===== config.mk =====
export PLATFORM = sky130hd
export DESIGN_NAME = instr_fetch_buffer_flat
export DESIGN_NICKNAME = d
export VERILOG_FILES = /design/src/rtl/instr_fetch_buffer_if.sv /design/src/rtl/instr_fetch_buffer.sv /design/src/flat_wrapper.sv
export SDC_FILE = /design/constraint.sdc
export NUM_CORES = 1
export LEC_CHECK = 0
export CELL_PAD_IN_SITES_DETAIL_PLACEMENT = 2
export CELL_PAD_IN_SITES_GLOBAL_PLACEMENT = 2
export CORE_ASPECT_RATIO = 0.8
export CORE_MARGIN = 2
export CORE_UTILIZATION = 35
export CTS_CLUSTER_DIAMETER = 80
export DETAILED_ROUTE_END_ITERATION = 12
export HOLD_SLACK_MARGIN = 0.02
export PLACE_DENSITY_LB_ADDON = 0.1
export REMOVE_ABC_BUFFERS = 1
export SLEW_MARGIN = 20
export SYNTH_ARGS = -nofsm -noshare
export SYNTH_HDL_FRONTEND = slang
export SYNTH_SLANG_ARGS = --single-unit

===== constraint.sdc =====
create_clock -name clk -period 3.05 [get_ports clk]
set_input_delay 0.61 -clock clk [delete_from_list [all_inputs] [get_ports clk]]
set_output_delay 0.61 -clock clk [all_outputs]
set_load 0.1 [all_outputs]

===== src/rtl/instr_fetch_buffer_if.sv =====
// Bus bundle for instr_fetch_buffer.
//   mem_*  : req/ack fetch channel to the instruction memory
//   inst_* : valid/ready delivery channel to the core
// master : the fetch buffer side (drives mem_req/mem_addr and the inst_* payload)
// slave  : the environment side (memory + core)
interface instr_fetch_buffer_if;
  logic        mem_req;
  logic [31:0] mem_addr;
  logic        mem_ack;
  logic [31:0] mem_rdata;
  logic        inst_valid;
  logic [31:0] inst_pc;
  logic [31:0] inst_data;
  logic        inst_ready;

  modport master (
    output mem_req, mem_addr, inst_valid, inst_pc, inst_data,
    input  mem_ack, mem_rdata, inst_ready
  );

  modport slave (
    input  mem_req, mem_addr, inst_valid, inst_pc, inst_data,
    output mem_ack, mem_rdata, inst_ready
  );
endinterface


===== src/rtl/instr_fetch_buffer.sv =====
// Instruction fetch stage with prefetch FIFO in front of the RV32I core.
// Issues sequential word fetches over a req/ack handshake, buffers
// {pc, instruction} pairs in a DEPTH-entry circular FIFO and hands them to
// the core over valid/ready. A redirect flushes the buffer and restarts at
// redirect_pc; a request that is still unacked at that moment is completed
// and its data dropped before the new address is issued.
// Ports:
//   clk, rst_n   : clock, asynchronous active-low reset
//   bus          : mem_req/mem_addr/mem_ack/mem_rdata and
//                  inst_valid/inst_pc/inst_data/inst_ready (master side)
//   redirect     : flush and restart at redirect_pc (bits [1:0] ignored)
//   count        : number of occupied FIFO entries, 0..DEPTH
module instr_fetch_buffer #(
  parameter int unsigned DEPTH    = 4,
  parameter logic [31:0] RESET_PC = 32'h0000_0000
) (
  input  logic                     clk,
  input  logic                     rst_n,
  instr_fetch_buffer_if.master     bus,
  input  logic                     redirect,
  input  logic [31:0]              redirect_pc,
  output logic [$clog2(DEPTH):0]   count
);

  localparam int unsigned PW = $clog2(DEPTH);
  localparam int unsigned CW = PW + 1;
  localparam logic [CW-1:0] DEPTH_C = CW'(DEPTH);

  localparam logic [1:0] IDLE    = 2'd0;
  localparam logic [1:0] REQ     = 2'd1;
  localparam logic [1:0] DISCARD = 2'd2;

  logic [1:0]    state, state_nx;
  logic [31:0]   addr_q, addr_nx;
  logic [31:0]   fpc, fpc_nx;
  logic [31:0]   pc_mem   [DEPTH];
  logic [31:0]   data_mem [DEPTH];
  logic [PW-1:0] rd_ptr, wr_ptr;
  logic [CW-1:0] count_q, count_nx;
  logic          push, pop;
  logic [31:0]   rpc;

  assign rpc = redirect_pc & 32'hFFFF_FFFC;

  assign bus.mem_req    = (state != IDLE);
  assign bus.mem_addr   = addr_q;
  assign bus.inst_valid = (count_q != '0);
  assign bus.inst_pc    = pc_mem[rd_ptr];
  assign bus.inst_data  = data_mem[rd_ptr];
  assign count          = count_q;

  // Redirect suppresses both pop and push: the flush wins.
  assign pop      = bus.inst_valid && bus.inst_ready && !redirect;
  assign push     = (state == REQ) && bus.mem_ack && !redirect;
  assign count_nx = count_q + CW'(push) - CW'(pop);

  always_comb begin
    state_nx = state;
    addr_nx  = addr_q;
    fpc_nx   = fpc;
    case (state)
      IDLE: begin
        if (redirect) begin
          state_nx = REQ;
          addr_nx  = rpc;
          fpc_nx   = rpc;
        end else if (count_nx < DEPTH_C) begin
          state_nx = REQ;
          addr_nx  = fpc;
        end
      end
      REQ: begin
        if (bus.mem_ack) begin
          if (redirect) begin
            fpc_nx  = rpc;
            addr_nx = rpc;
          end else begin
            fpc_nx = fpc + 32'd4;
            // Only keep requesting when the next word is guaranteed a slot.
            if (count_nx < DEPTH_C) addr_nx = fpc + 32'd4;
            else                    state_nx = IDLE;
          end
        end else if (redirect) begin
          // Request already on the bus: keep it stable and drop its data.
          fpc_nx   = rpc;
          state_nx = DISCARD;
        end
      end
      DISCARD: begin
        if (redirect) fpc_nx = rpc;
        if (bus.mem_ack) begin
          state_nx = REQ;
          addr_nx  = redirect ? rpc : fpc;
        end
      end
      default: state_nx = IDLE;
    endcase
  end

  always_ff @(posedge clk or negedge rst_n) begin
    if (!rst_n) begin
      state   <= IDLE;
      addr_q  <= RESET_PC;
      fpc     <= RESET_PC;
      rd_ptr  <= '0;
      wr_ptr  <= '0;
      count_q <= '0;
      for (int unsigned i = 0; i < DEPTH; i++) begin
        pc_mem[PW'(i)]   <= '0;
        data_mem[PW'(i)] <= '0;
      end
    end else begin
      state  <= state_nx;
      addr_q <= addr_nx;
      fpc    <= fpc_nx;
      if (redirect) begin
        rd_ptr  <= '0;
        wr_ptr  <= '0;
        count_q <= '0;
      end else begin
        if (push) begin
          pc_mem[wr_ptr]   <= fpc;
          data_mem[wr_ptr] <= bus.mem_rdata;
          wr_ptr           <= wr_ptr + 1'b1;
        end
        if (pop) rd_ptr <= rd_ptr + 1'b1;
        count_q <= count_nx;
      end
    end
  end

endmodule


===== src/flat_wrapper.sv =====
// flat-port wrapper written by rule: the top's interface ports become plain ports
module instr_fetch_buffer_flat 
#(
  parameter int unsigned DEPTH    = 4,
  parameter logic [31:0] RESET_PC = 32'h0000_0000
)
  (clk, rst_n, redirect, redirect_pc, count, bus_mem_req, bus_mem_addr, bus_inst_valid, bus_inst_pc, bus_inst_data, bus_mem_ack, bus_mem_rdata, bus_inst_ready);
  instr_fetch_buffer_if bus_i ();
  input  logic clk;
  input  logic rst_n;
  input  logic redirect;
  input  logic [31:0] redirect_pc;
  output logic [$clog2(DEPTH):0] count;
  output wire logic [$bits(bus_i.mem_req)-1:0] bus_mem_req;
  output wire logic [$bits(bus_i.mem_addr)-1:0] bus_mem_addr;
  output wire logic [$bits(bus_i.inst_valid)-1:0] bus_inst_valid;
  output wire logic [$bits(bus_i.inst_pc)-1:0] bus_inst_pc;
  output wire logic [$bits(bus_i.inst_data)-1:0] bus_inst_data;
  input wire logic [$bits(bus_i.mem_ack)-1:0] bus_mem_ack;
  input wire logic [$bits(bus_i.mem_rdata)-1:0] bus_mem_rdata;
  input wire logic [$bits(bus_i.inst_ready)-1:0] bus_inst_ready;
  assign bus_mem_req = bus_i.mem_req;
  assign bus_mem_addr = bus_i.mem_addr;
  assign bus_inst_valid = bus_i.inst_valid;
  assign bus_inst_pc = bus_i.inst_pc;
  assign bus_inst_data = bus_i.inst_data;
  assign bus_i.mem_ack = bus_mem_ack;
  assign bus_i.mem_rdata = bus_mem_rdata;
  assign bus_i.inst_ready = bus_inst_ready;
  instr_fetch_buffer #(.DEPTH(DEPTH), .RESET_PC(RESET_PC)) u_core (.clk(clk), .rst_n(rst_n), .bus(bus_i), .redirect(redirect), .redirect_pc(redirect_pc), .count(count));
endmodule

[Word-level counts from Yosys, hierarchy flattened]
Index checks and enable logic that the tools add are counted.
Storage, ports and cells
  bits of input ports: 69
  output and inout bits: 101
  bits in registers: 329
Operators by class
  bitwise operators: 3
  equal/unequal tests: 9
  multiplexer cells: 34
  magnitude comparators: 4
  reductions and logical operators: 17
  add/sub/neg operators: 5
Operators with widths (number)
  32-bit 2-to-1 mux: 14
  128-bit bitwise mux: 2
  32-bit binary-select mux with 2-bit select: 2
  32-bit case mux with 3 select lines: 1
  32-bit demux with 2-bit select: 1
  32-bit case mux with 2 select lines: 1
  32-bit by 3-bit adder with 32-bit output (second input constant): 1
  2-bit 2-to-1 mux: 11
  3-bit inequality test (second input constant): 4
  5-bit AND reduction: 2
  2-bit nonzero test: 4
  3-bit >= comparator (second input constant): 2
  2-bit inverter with 3-bit output: 2
  2-bit case mux with 3 select lines: 1
  3-bit nonzero test: 2
  1-bit logical AND: 5
  2-bit by 1-bit adder with 2-bit output (second input constant): 2
  2-bit inequality test (second input constant): 2
  3-bit by 1-bit adder with 3-bit output: 1
  3-bit by 1-bit less-than comparator with 1-bit output (second input constant): 1
  3-bit less-than comparator (second input constant): 1
  3-bit 2-to-1 mux: 1
  3-bit by 2-bit inequality test with 1-bit output (second input constant): 1
  3-bit by 1-bit subtractor with 3-bit output: 1
  other kinds (7): 7

[Depth between registers and ports, before layout]
  depth after elaboration: 10
  depth in mapped cells: 17

[Worst setup path before layout]
Ideal clock, no wire load.
  path kind: register -> register
  from: register u_core.count_q[1] (netlist: u_core.count[1])
  to: register u_core.addr_q[3] (netlist: u_core.bus.mem_addr[3])
  data required time: 2924 ps
  cell stages (with the launch flop): 15
  data arrival time: 4149 ps
  path slack: -1225 ps
  setup time: 126 ps
  clock period less this slack: 4275 ps
  path buffers: 2
  path through: dfrtp_1 or3_1 nand2_1 nor2_1 ha_1 inv_1 ha_1 inv_1 fa_1 xnor3_1 nor2_1 o31a_1 buf_2 buf_2 mux2_2
On the way
  cells in the longest elaborated chain, start to end: 7
  elaborated cells on any way between the ends: 9
RTL lines
  from (decl): RTL line instr_fetch_buffer.sv:39  | logic [CW-1:0] count_q, count_nx;
  from (signal assigned): RTL line instr_fetch_buffer.sv:127  | count_q <= count_nx;
  3-bit nonzero test *: RTL line instr_fetch_buffer.sv:47  | assign bus.inst_valid = (count_q != '0);
  named net bus_inst_valid: RTL line flat_wrapper.sv:16  | output wire logic [$bits(bus_i.inst_valid)-1:0] bus_inst_valid;
  1-bit logical AND * (2 in series): RTL line instr_fetch_buffer.sv:53  | assign pop = bus.inst_valid && bus.inst_ready && !redirect;
  3-bit by 1-bit subtractor with 3-bit output *: RTL line instr_fetch_buffer.sv:55  | assign count_nx = count_q + CW'(push) - CW'(pop);
  3-bit less-than comparator *: RTL line instr_fetch_buffer.sv:67, instr_fetch_buffer.sv:80
  3-bit inequality test (no line) / 3-bit by 2-bit inequality test with 1-bit output (equally long branches)
  5-bit AND reduction (no line) *
  to (signal assigned): RTL line instr_fetch_buffer.sv:114  | addr_q <= addr_nx;
  to (decl): RTL line instr_fetch_buffer.sv:34  | logic [31:0] addr_q, addr_nx;
Mark *: on every way through the listed nets, which the timed path passes. The rest lies on a longest branch.
A chain may end at the register's enable or synchronous reset.

[Final worst setup path]
  from: register u_core.count_q[1] (netlist: u_core.count[1])
  to: register u_core.addr_q[29] (netlist: u_core.bus.mem_addr[29])
On the way
  cells in the longest elaborated chain, start to end: 7
  elaborated cells on any way between the ends: 9
RTL lines (RTL line)
  parallel branches: the longest is 3 deep, another holds 3-bit by 1-bit adder with 3-bit output
  3-bit by 1-bit subtractor with 3-bit output *: instr_fetch_buffer.sv:55
  3-bit less-than comparator *: instr_fetch_buffer.sv:67, instr_fetch_buffer.sv:80
  3-bit inequality test (no line) / 3-bit by 2-bit inequality test with 1-bit output (equally long branches)
  5-bit AND reduction (no line) *
Every way passes the cells marked *.

==> results.md <==
* Status: finished, violations left
* Failing checks: negative setup slack
* Clk pin slew, worst setup/hold paths at 0.06 ns
* Drt total wl at 47900 µm
* Port bufs at 167
* Min Hold Slack at 0.0497 ns
* Post-cts hold buffer count at 0
* CTS buffer count at 38
* Design Area, Final at 20500 µm²
* Tightest Pin Transition at 0.788 ns
* FFs w/ async S/R, synth at 100%
* Worst slew margin at 47.5%
* Initial antenna violation count at 0
* Vias per inst at 5.30
* Post-Synthesis Cells at 1186
* ANT cells at 0
* DR iter-0 viols at 446
* Worst-skew pair later-pin latency at 0.54 ns
* Most common cell after layout, fill and taps aside: dfrtp_1
* Final cycle utilization of the critical path at 102%
* Clock tree buffer depth at 3
* Htree depth at 2
* Critical Path Source: u_core.count[1]
* Crit path max fanout at 8
* Die Ht at 193 µm
* Max Cap Viol at 0
* Gpl congestion at 0.760
* WS Path Type: flop to flop
* Nets at 1451
* Tightest Hold Check Type: input pin to async pin
* Clk root buf: clkbuf_16
* Arr. time, crit path at 3.58 ns
* Number of synthesized flops with an enable pin at 0
* DP Wirelength at ~32000 µm
* Initial Utilization at 35.4%
* Ys flop type: dfrtp_1
* First-pass GRT wire length at 75600 µm
* DP Area at approximately 19000 µm²
* Clk sinks at 329
* Layout cell share with drive strength beyond 1 at ~43%
* Crit path capture type: flop
* Syn. warnings at 0
* Core Box Area at 44400 µm²
* Final Hold Viols at 0
* Die ar. at 46600 µm²
* Post-route ant nets at 0
* WL per Instance at roughly 24 µm
* Drt first pass iters at 4
* Area Overhead vs Synth at 30.5%
* Vias in the first global route at 12171
* IO Pins at 170
* Chip Width at 241 µm
* Unique masters post-synth at 59
* F_max at 0.321 GHz
* Tmin final at 3.12 ns
* WP data required at roughly 3.5 ns
* Reg2reg start: u_core.count[1]
* Post-synthesis sequential area ratio at 52.4%
* CTS tree: done
* R2R cell count at 14
* Slew Limit Fails at 0
* Vias post-DR at 10611
* Gr usage total at 21.2%
* GRT overflow at 0
* Commonest non-fill, non-tap cells in the layout: 327 x dfrtp_1, 263 x mux2_2, 95 x buf_4, 80 x buf_12
* Setup Skew at ~0.019 ns
* Fill count at roughly 4300
* Worst r2r dst: u_core.bus.mem_addr[29]
* Flop-to-flop setup slack at -0.07 ns
* Pin count of the biggest net entering global routing at 82
* RSZ-0062 raised after global routing: yes
* Post-route setup slack at -0.0683 ns
* Area of the mapped netlist at 15700 µm²
* Flop and latch count out of synthesis at 329
* Synth Area per Inst at approximately 13 µm²
* Placement row count at 69
* Final setup violation count at 8
* Crit start category: flop
* DRC at 0
[critical path, stage by stage, from the launching register on]
cell and delay, ns:
dfrtp_1 0.40, or3_4 0.39, nand2_4 0.08, nor2_4 0.04, ha_4 0.24, inv_4 0.05, ha_4 0.11, inv_2 0.04
fa_2 0.39, xnor3_1 0.28, nor2_4 0.07, o31a_4 0.46, buf_12 0.18, a41o_1 0.20, o21ai_1 0.12
[cell usage after synthesis, types with 7 or more instances]
cell | n | share of area (%)
mux2_2 | 263 | 19
buf_1 | 9 | 0.22
ha_1 | 7 | 0.56
a21oi_1 | 51 | 1.6
xnor2_1 | 11 | 0.61
nand3_1 | 19 | 0.61
nand2_1 | 65 | 1.6
nor2b_1 | 10 | 0.40
inv_1 | 12 | 0.29
and3_1 | 12 | 0.48
mux4_2 | 64 | 9.2
dfrtp_1 | 329 | 52
nand4_1 | 12 | 0.48
nor2_1 | 33 | 0.79
nand2b_1 | 12 | 0.48
clkbuf_1 | 45 | 1.1
xor2_1 | 15 | 0.84
nor3_1 | 16 | 0.51
mux2i_1 | 24 | 1.5
nor4_1 | 15 | 0.60
buf_2 | 40 | 1.3
o21ai_0 | 41 | 1.3
[per-layer routing]
metal	track usage, %	vias to the layer above	part of all wire, %
met3	3.00	46	4.1
met1	30.6	5671	47
met2	34.4	159	48
met5	0	-	0
met4	3.77	0	1.3
li1	-	4735	-
[metrics by stage]
| step | setup WS, ns | instances | utilization [%] | TNS [ns] |
|---|---|---|---|---|
| 2_1_floorplan | -2.02 | 1086 | - | -129.27 |
| 3_3_place_gp | -0.458 | 1928 | 42.8 | -11.68 |
| 3_5_place_dp | -0.676 | 1928 | 42.8 | -17.87 |
| 4_1_cts | 0.00372 | 1998 | 45.9 | 0 |
| 5_1_grt | -0.155 | 2003 | 46.2 | -2.08 |
| 6_report | -0.0683 | 2003 | 46.2 | -0.147 |
[kinds of logic (layout without fill, tap and decap cells)]
kind of cell,after synthesis,count (layout),synth area share (%)
flip-flops,329,329,52.4
XOR/XNOR,27,27,1.59
buffers and inverters,112,325,3.11
AO/OA/AOI/OAI,133,134,5.04
multiplexers,351,351,29.6
AND/OR/NAND/NOR,226,226,7.57
adder cells (fa/ha/maj),8,8,0.685
[state kept, by name, indices dropped and copies added, names as in the netlist]
| name | cells |
|---|---|
| u_core.fpc | 32 |
| u_core.count | 3 |
| u_core.bus.mem_addr | 32 |
| u_core.state | 2 |
| u_core.wr_ptr | 2 |
| u_core.rd_ptr | 2 |
| u_core.data_mem | 128 |
| u_core.pc_mem | 128 |
[worst max path at each step]
stage / endpoint / depth (start not counted)
6_report: u_core.bus.mem_addr[29] / 14
5_1_grt: u_core.bus.mem_addr[29] / 14
4_1_cts: u_core.bus.mem_addr[29] / 14
3_5_place_dp: u_core.bus.mem_addr[14] / 14
3_3_place_gp: u_core.bus.mem_addr[30] / 14
2_1_floorplan: u_core.bus.mem_addr[30] / 13
[timing repair]
action | 4_1_cts | 5_1_grt
buffers inserted | 2 | 5
pin swaps | 1 | 9
cloned | 2 | 0
setup endpoints to repair | 31 | 29
resized for setup | 6 | 27
[area by class of cell]
class	instances	area (µm²)	share of cell area, %
Clock inverter	13	190	0.928
Inverter	12	47.5	0.232
Timing Repair Buffer	247	3060	14.9
Tap cell	603	754	3.68
Clock buffer	53	1100	5.36
Multi-Input combinational cell	746	7100	34.6
Sequential cell	329	8240	40.2
Power is not shown: default switching activity piles up to over one toggle a cycle in this logic, so the estimate is an artifact.
